`src/rtl/mem_port_arbiter.sv`:
```
// Round-robin arbiter sharing one single-port 1K x 16 memory between the core (A) and the I2C loader (B).
// Define MEM_ARB_LOCK_EN to let port B lock the memory for bounded exclusive bursts (LOCKED/DRAIN).
module mem_port_arbiter #(
  parameter int unsigned AW       = 10,
  parameter int unsigned DW       = 16,
  parameter int unsigned LOCK_MAX = 255
) (
  input  logic          clk,
  input  logic          rst,
  input  logic          a_req,
  input  logic          a_we,
  input  logic [AW-1:0] a_addr,
  input  logic [DW-1:0] a_wdata,
  output logic          a_gnt,
  output logic          a_rvalid,
  output logic [DW-1:0] a_rdata,
  input  logic          b_req,
  input  logic          b_we,
  input  logic [AW-1:0] b_addr,
  input  logic [DW-1:0] b_wdata,
  output logic          b_gnt,
  output logic          b_rvalid,
  output logic [DW-1:0] b_rdata,
  input  logic          b_lock,
  output logic [AW-1:0] mem_addr,
  output logic [DW-1:0] mem_wdata,
  output logic          mem_we,
  input  logic [DW-1:0] mem_rdata,
  output logic          core_hold,
  output logic          lock_timeout
);

  logic          last_b_q, last_b_d;
  logic          a_rvalid_q, a_rvalid_d;
  logic          b_rvalid_q, b_rvalid_d;
  logic [DW-1:0] a_rdata_q, a_rdata_d;
  logic [DW-1:0] b_rdata_q, b_rdata_d;
  logic          a_gnt_c, b_gnt_c;
  logic          b_excl;

`ifdef MEM_ARB_LOCK_EN
  typedef enum logic [1:0] {
    IDLE,
    LOCKED,
    DRAIN
  } state_e;

  localparam logic [7:0] LOCK_LIM = 8'(LOCK_MAX);

  state_e     state_q, state_d;
  logic [7:0] lock_cnt_q, lock_cnt_d;
  logic       core_hold_q, core_hold_d;
  logic       lock_timeout_q, lock_timeout_d;

  assign b_excl = (state_q == LOCKED) && b_lock;
`else
  logic unused_lock;

  assign unused_lock = b_lock ^ (^8'(LOCK_MAX));
  assign b_excl      = 1'b0;
`endif

  // Grants: exclusive B while locked, otherwise round robin against the last winner.
  always_comb begin
    a_gnt_c = 1'b0;
    b_gnt_c = 1'b0;
    if (!rst) begin
      if (b_excl) begin
        b_gnt_c = b_req;
      end else if (a_req && b_req) begin
        a_gnt_c = last_b_q;
        b_gnt_c = !last_b_q;
      end else begin
        a_gnt_c = a_req;
        b_gnt_c = b_req;
      end
    end
  end

  always_comb begin
    last_b_d = last_b_q;
    if (a_gnt_c) begin
      last_b_d = 1'b0;
    end else if (b_gnt_c) begin
      last_b_d = 1'b1;
    end

    a_rvalid_d = a_gnt_c && !a_we;
    b_rvalid_d = b_gnt_c && !b_we;
    a_rdata_d  = a_rvalid_q ? mem_rdata : a_rdata_q;
    b_rdata_d  = b_rvalid_q ? mem_rdata : b_rdata_q;

`ifdef MEM_ARB_LOCK_EN
    state_d        = state_q;
    lock_cnt_d     = lock_cnt_q;
    lock_timeout_d = 1'b0;
    case (state_q)
      IDLE: begin
        if (b_gnt_c && b_lock) begin
          lock_cnt_d = 8'd1;
          if (LOCK_LIM <= 8'd1) begin
            state_d        = DRAIN;
            lock_timeout_d = 1'b1;
          end else begin
            state_d = LOCKED;
          end
        end
      end
      LOCKED: begin
        if (!b_lock) begin
          state_d    = IDLE;
          lock_cnt_d = '0;
        end else if (b_gnt_c) begin
          lock_cnt_d = (lock_cnt_q == 8'hFF) ? lock_cnt_q : lock_cnt_q + 8'd1;
          if (lock_cnt_d >= LOCK_LIM) begin
            state_d        = DRAIN;
            lock_timeout_d = 1'b1;
          end
        end
      end
      DRAIN: begin
        if (!b_lock) begin
          state_d    = IDLE;
          lock_cnt_d = '0;
        end
      end
      default: begin
        state_d    = IDLE;
        lock_cnt_d = '0;
      end
    endcase
    core_hold_d = (state_d == LOCKED);
`endif
  end

  always_ff @(posedge clk) begin
    if (rst) begin
      last_b_q       <= 1'b1;
      a_rvalid_q     <= 1'b0;
      b_rvalid_q     <= 1'b0;
      a_rdata_q      <= '0;
      b_rdata_q      <= '0;
`ifdef MEM_ARB_LOCK_EN
      state_q        <= IDLE;
      lock_cnt_q     <= '0;
      core_hold_q    <= 1'b0;
      lock_timeout_q <= 1'b0;
`endif
    end else begin
      last_b_q       <= last_b_d;
      a_rvalid_q     <= a_rvalid_d;
      b_rvalid_q     <= b_rvalid_d;
      a_rdata_q      <= a_rdata_d;
      b_rdata_q      <= b_rdata_d;
`ifdef MEM_ARB_LOCK_EN
      state_q        <= state_d;
      lock_cnt_q     <= lock_cnt_d;
      core_hold_q    <= core_hold_d;
      lock_timeout_q <= lock_timeout_d;
`endif
    end
  end

  assign a_gnt     = a_gnt_c;
  assign b_gnt     = b_gnt_c;
  assign mem_we    = (a_gnt_c && a_we) || (b_gnt_c && b_we);
  assign mem_addr  = a_gnt_c ? a_addr  : (b_gnt_c ? b_addr  : '0);
  assign mem_wdata = a_gnt_c ? a_wdata : (b_gnt_c ? b_wdata : '0);

  // rst also masks registered outputs so a read granted just before reset never shows rvalid.
  assign a_rvalid = a_rvalid_q && !rst;
  assign b_rvalid = b_rvalid_q && !rst;
  assign a_rdata  = rst ? '0 : (a_rvalid_q ? mem_rdata : a_rdata_q);
  assign b_rdata  = rst ? '0 : (b_rvalid_q ? mem_rdata : b_rdata_q);

`ifdef MEM_ARB_LOCK_EN
  assign core_hold    = core_hold_q && !rst;
  assign lock_timeout = lock_timeout_q && !rst;
`else
  assign core_hold    = 1'b0;
  assign lock_timeout = 1'b0;
`endif

endmodule
```
`config.mk`:
```
export PLATFORM = sky130hd
export DESIGN_NAME = mem_port_arbiter
export DESIGN_NICKNAME = d
export VERILOG_FILES = /design/src/rtl/mem_port_arbiter.sv
export SDC_FILE = /design/constraint.sdc
export NUM_CORES = 1
export LEC_CHECK = 0
export CORE_UTILIZATION = 39
export CTS_CLUSTER_SIZE = 28
export DETAILED_ROUTE_END_ITERATION = 10
export HOLD_SLACK_MARGIN = 0.12
export PLACE_DENSITY = 0.95
export SYNTH_ARGS = -nofsm -noshare
export SYNTH_HDL_FRONTEND = slang
export SYNTH_SLANG_ARGS = --single-unit
```
`constraint.sdc`:
```
create_clock -name clk -period 3 [get_ports clk]
set_input_delay 0.6 -clock clk [delete_from_list [all_inputs] [get_ports clk]]
set_output_delay 0.6 -clock clk [all_outputs]
set_load 0.005 [all_outputs]
```
==> results_dict.tcl, run 1 <==
set metrics [dict create \
    hold_class "reg2reg" \
    p_leak_nw 1.26 \
    required_ns 2.40 \
    ys_types 20 \
    drt-wirelength-per-cell_um 14.2 \
    ctsResizeCount 0 \
    place_congestion 0.751 \
    ys_seq_area_share_pct 32.6 \
    ys_warn_count 0 \
    ff2ff_setup_slack_ns 1.96 \
    yosys-top-cells-count "53 x nand2b_1, 35 x dfxtp_1, 32 x mux2i_1, 32 x nor2_1, 20 x o32ai_2" \
    portBuffers 136 \
    hold_viol 0 \
    power_density_nw_per_um2 332 \
    num-nets-final 420 \
    drive_above_1_share_pct 12.1 \
    syn_inst 216 \
    firstDrtPassIters 4 \
    yosys-top-cells-area "dfxtp_1 33%, nand2b_1 15%, o32ai_2 15%, mux2i_1 15%, nor2_1 5.6%" \
    setup_violations 0 \
    via_count 2035 \
    area_growth_pct 68.0 \
    min_period_over_period_pct 95.3 \
    comb_power_share_pct 29.2 \
    startpoint "b_req" \
    swShare_pct 23.9 \
    hpwl_mm 4.50 \
    synth_async_sr_flop_share_pct 0 \
    final.setup.tns_ns 0 \
    synthMostInstantiatedCell "nand2b_1" \
    synth-main-ff-cell "dfxtp_1" \
    first_global_vias 2070 \
    fp-row-count 26 \
    worstSetupPathType "in2out" \
    outcome "finished, final reports clean" \
    r2r_start "a_rvalid_q" \
    cts_hold_buf 0 \
    relSlewSlack_pct 51.0 \
    dieArea_um2 5810 \
    num_antenna_cells 0 \
    clock_path_buffers 2 \
    io_pins 140 \
    worst_pin_slew_ns 0.735 \
    r2r_end "a_rdata_q[13]" \
    cp-start-kind "primary input" \
    insertion_delay_ns 0.28 \
    grt_overflow 0 \
    crit_fanout 22 \
    endpoint "mem_addr[5]" \
    synth_edf_count 0 \
    die_h_um 76.2 \
    cap_violations 0 \
    route.detailed.drc 0 \
    grt_max_degree 60 \
    ctsRootBufferMaster "clkbuf_8" \
    postCtsSetupRepairBufs 0 \
    grt_pass1_wl_mm 9.66 \
    core_um2 5200 \
    tritoncts "yes" \
    route.final.wire_length_mm 5.89 \
    ant_nets 0 \
    min_period_ns 2.86 \
    arrival_ns 2.26 \
    dieWidth_um 76.2 \
    drv_slew 0 \
    yosys.area.top_type_share_pct 32.6 \
    clock-sinks 35 \
    timing.fmax_mhz 350 \
    drt_iter0_drc 49 \
    reg2reg_depth 3 \
    start_util_pct 41.3 \
    htreeDepth 2 \
    syn_area_per_cell_um2 9.95 \
    whs_ns 0.514 \
    clkPwrFrac_pct 30.4 \
    p_sw_mw 0.286 \
    rsz0062_at_grt "no" \
    ys_seq_elements 35 \
    fin_skew_ns 0.00152 \
    internal-power_mw 0.911 \
    path_clk_slew_ns 0.07 \
    yosysTopAreaCell "dfxtp_1" \
    viasPerCell 4.89 \
    p_seq_share_pct 40.5 \
    netlist_area_um2 2150 \
    grt_usage_pct 20.8 \
    antenna_found_initial 0 \
    numCtsBuffers 5 \
    vdd_drop_max_uv 194 \
    cp-end-kind "output pin" \
]
[routing by layer]
metal | GRT usage (%) | part of all wire, % | wire [um] | vias to the layer above
li1 | - | - | - | 1003
met1 | 21.2 | 38 | 2270 | 931
met2 | 40.0 | 53 | 3110 | 91
met3 | 5.87 | 6.7 | 396 | 10
met4 | 7.12 | 2.0 | 119 | 0
met5 | 0 | 0 | 0 | -
[worst min-delay path by stage]
stage,from,endpoint,slack [ns],depth (start not counted)
2_1_floorplan,last_b_q,last_b_q,0.48,1
3_3_place_gp,b_rdata_q[5],b_rdata_q[5],0.49,2
3_5_place_dp,a_rdata_q[14],a_rdata_q[14],0.50,2
4_1_cts,a_rdata_q[6],a_rdata_q[6],0.51,2
5_1_grt,a_rdata_q[6],a_rdata_q[6],0.53,2
6_report,a_rdata_q[6],a_rdata_q[6],0.51,2
[layout make-up]
| type | count | area [um2] |
|---|---|---|
| clock buffers | 8 | 100 |
| flip-flops and latches | 35 | 701 |
| fillers | 405 | 1600 |
| well taps | 70 | 87.6 |
| inverters | 1 | 3.75 |
| multi-input cells | 156 | 1250 |
| repair buffers | 146 | 1470 |
[cells by family (layout without fill, tap and decap cells)]
group / count (synthesis) / after routing / synth area share [%]
AND/OR/NAND/NOR: 93 / 93 / 24.0
multiplexers: 32 / 32 / 14.9
buffers and inverters: 26 / 155 / 9.44
AO/OA/AOI/OAI: 29 / 29 / 18.9
flip-flops: 35 / 35 / 32.6
other: 1 / 2 / 0.175
[cells in the final DEF, fill, tap and decap left out]
cell type	n
nor4_2	1
mux2i_1	32
nor3_1	2
nand2b_1	53
buf_4	7
inv_1	1
a211o_1	1
conb_1	2
nor2_1	32
buf_12	3
clkbuf_1	1
clkdlybuf4s50_1	135
nor2b_2	1
o32ai_2	20
buf_2	1
nor2_2	1
clkbuf_8	7
nor2b_1	2
a21bo_1	1
o32ai_1	7
dfxtp_1	35
nand2b_4	1
[sequential cells by signal (all words and copies together), names as in the netlist]
signal,cells
b_rdata_q,16
b_rvalid_q,1
a_rvalid_q,1
a_rdata_q,16
last_b_q,1
[critical path: stages]
cell,delay (ns)
clkdlybuf4s50_1,0.42
nor2b_2,0.18
buf_12,0.16
o32ai_1,0.31
clkdlybuf4s50_1,0.57
[metrics by stage]
step	power [mW]	instance area, um2	cells	setup slack, ns	util [%]
finish	1.20	3610	416	0.141	69.4
global placement	0.836	3510	408	0.159	67.4
floorplan	0.653	2150	217	1.21	-
detailed placement	0.845	3510	408	0.152	67.4
CTS	1.21	3610	416	0.151	69.4
global route	1.26	3610	416	0.104	69.4
[power groups by stage]
stage	clock network (mW)	logic [mW]	registers, mW
after global placement	0	0.342	0.494
after floorplan	0	0.160	0.493
final	0.363	0.349	0.485
after detailed placement	0	0.350	0.495
after global routing	0.394	0.375	0.486
after CTS	0.374	0.352	0.484
(Power assumes the default switching activity.)
==> run 2: changes to the inputs <==
Settings changed: SETUP_SLACK_MARGIN set to 0.2.
==> results_dict.tcl, run 2 (synthesized netlist as in run 1, its figures left out) <==
set metrics [dict create \
    dieWidth_um 76.2 \
    grt_max_degree 60 \
    critical-path-slowest-cell "clkdlybuf4s50_1" \
    p_seq_share_pct 40.8 \
    cap_violations 0 \
    swShare_pct 24.1 \
    required_ns 2.40 \
    clock-sinks 35 \
    portBuffers 136 \
    hp-start "a_rdata_q[6]" \
    outcome "finished, final reports clean" \
    clock_path_buffers 2 \
    ctsRootBufferMaster "clkbuf_8" \
    grt_usage_pct 20.9 \
    htreeDepth 2 \
    viasPerCell 4.96 \
    dieArea_um2 5810 \
    ant_nets 0 \
    globalRouteMet2Util_pct 39.7 \
    tritoncts "yes" \
    route.detailed.drc 0 \
    numCtsBuffers 5 \
    clkPwrFrac_pct 30.6 \
    layout.cells.most_common_list "112 x clkdlybuf4s50_1, 53 x nand2b_1, 35 x dfxtp_1" \
    p_sw_mw 0.286 \
    final_common_cell "clkdlybuf4s50_1" \
    r2r_start "a_rvalid_q" \
    grt_overflow 0 \
    path_clk_slew_ns 0.07 \
    final.setup.tns_ns 0 \
    crit_path_frequent_cell "clkdlybuf4s50_1" \
    hold_viol 0 \
    crit_fanout 8 \
    vdd_drop_max_uv 194 \
    hpwl_mm 4.50 \
    die_h_um 76.2 \
    hold_class "reg2reg" \
    firstDrtPassIters 4 \
    drt-wirelength-per-cell_um 14.4 \
    worstSetupPathType "in2out" \
    postCtsSetupRepairBufs 0 \
    p_leak_nw 1.48 \
    rsz0062_at_grt "no" \
    start_util_pct 41.3 \
    startpoint "b_req" \
    num_antenna_cells 0 \
    crit_chain "clkdlybuf4s50_1 > nor2b_2 > buf_4 > o32ai_2 > clkdlybuf4s50_1" \
    power_density_nw_per_um2 327 \
    reg2reg_depth 3 \
    drt_iter0_drc 50 \
    setup_violations 0 \
    nFillCells 399 \
    internal-power_mw 0.901 \
    drive_above_1_share_pct 12.1 \
    timing.fmax_mhz 362 \
    post-route-util_pct 69.7 \
    max_stage_delay_ns 0.53 \
    comb_power_share_pct 28.6 \
    grt-busiest-layer "met2" \
    total_power_mw 1.19 \
    cp-start-kind "primary input" \
    holdPathEnd "a_rdata_q[6]" \
    fin_area_um2 3630 \
    drv_slew 0 \
    fin_skew_ns 0.00166 \
    r2r_end "a_rdata_q[13]" \
    post_dp_cell_area_um2 3510 \
    io_pins 140 \
    arrival_ns 2.16 \
    cts_hold_buf 0 \
    first_global_vias 2088 \
    top_regs "a_rdata_q (16), b_rdata_q (16)" \
    core_um2 5200 \
    min_period_ns 2.76 \
    insertion_delay_ns 0.28 \
    num-nets-final 420 \
    min_period_over_period_pct 92.1 \
    area_growth_pct 68.9 \
    whs_path_depth 2 \
    place_congestion 0.751 \
    grt_pass1_wl_mm 9.69 \
    via_count 2064 \
    met3_usage_pct 5.87 \
    route.final.wire_length_mm 6.00 \
    fp-row-count 26 \
    antenna_found_initial 0 \
    use_met1_pct 21.2 \
    cp-end-kind "output pin" \
    ff2ff_setup_slack_ns 1.96 \
    ctsResizeCount 12 \
]
[run 2: changes by cell type in the layout (fill, tap and decap cells not counted)]
cell             delta
buf_2               -1
buf_4               -1
buf_6               +1
clkbuf_4            +1
clkdlybuf4s50_1    -23
dlygate4sd2_1      +12
dlymetal6s2s_1     +11
[run 2: routing by layer]
| layer | wire (um) | part of all wire, % |
|---|---|---|
| met1 | 2310 | 39 |
| met4 | 153 | 2.6 |
| met3 | 387 | 6.5 |
| met5 | 0 | 0 |
| met2 | 3140 | 52 |
[run 2: power by group through the flow]
| stage | Clock [mW] | Combinational, mW | Sequential (mW) |
|---|---|---|---|
| 4_1_cts | 0.374 | 0.344 | 0.484 |
| 2_1_floorplan | 0 | 0.160 | 0.493 |
| 3_5_place_dp | 0 | 0.350 | 0.495 |
| 5_1_grt | 0.394 | 0.365 | 0.486 |
| 6_report | 0.363 | 0.340 | 0.485 |
| 3_3_place_gp | 0 | 0.342 | 0.494 |
[run 2: per-stage QoR]
step	worst slack (ns)	instances	hold slack, ns
global placement	0.159	408	0.490
global route	0.200	416	0.529
finish	0.238	416	0.513
detailed placement	0.152	408	0.496
floorplan	1.21	217	0.480
CTS	0.200	416	0.515
[run 2: critical path: cells and delay by family]
family | cells | cell delay (ns)
AO/OA/AOI/OAI | 1 | 0.25
buffers and inverters | 3 | 1.13
AND/OR/NAND/NOR | 1 | 0.18
[run 2: area by class of cell]
type,count,area (um2),share of cell area [%]
clock buffers,8,100,2.76
repair buffers,146,1490,41.0
flip-flops and latches,35,701,19.3
well taps,70,87.6,2.41
inverters,1,3.75,0.103
multi-input cells,156,1250,34.4
[run 2: how the worst max path moves through the flow]
stage / endpoint / slack, ns / depth (start not counted)
3_5_place_dp: mem_wdata[14] / 0.15 / 5
6_report: mem_wdata[8] / 0.24 / 5
5_1_grt: mem_wdata[8] / 0.20 / 5
2_1_floorplan: mem_wdata[0] / 1.21 / 3
3_3_place_gp: mem_wdata[14] / 0.16 / 5
4_1_cts: mem_wdata[8] / 0.20 / 5
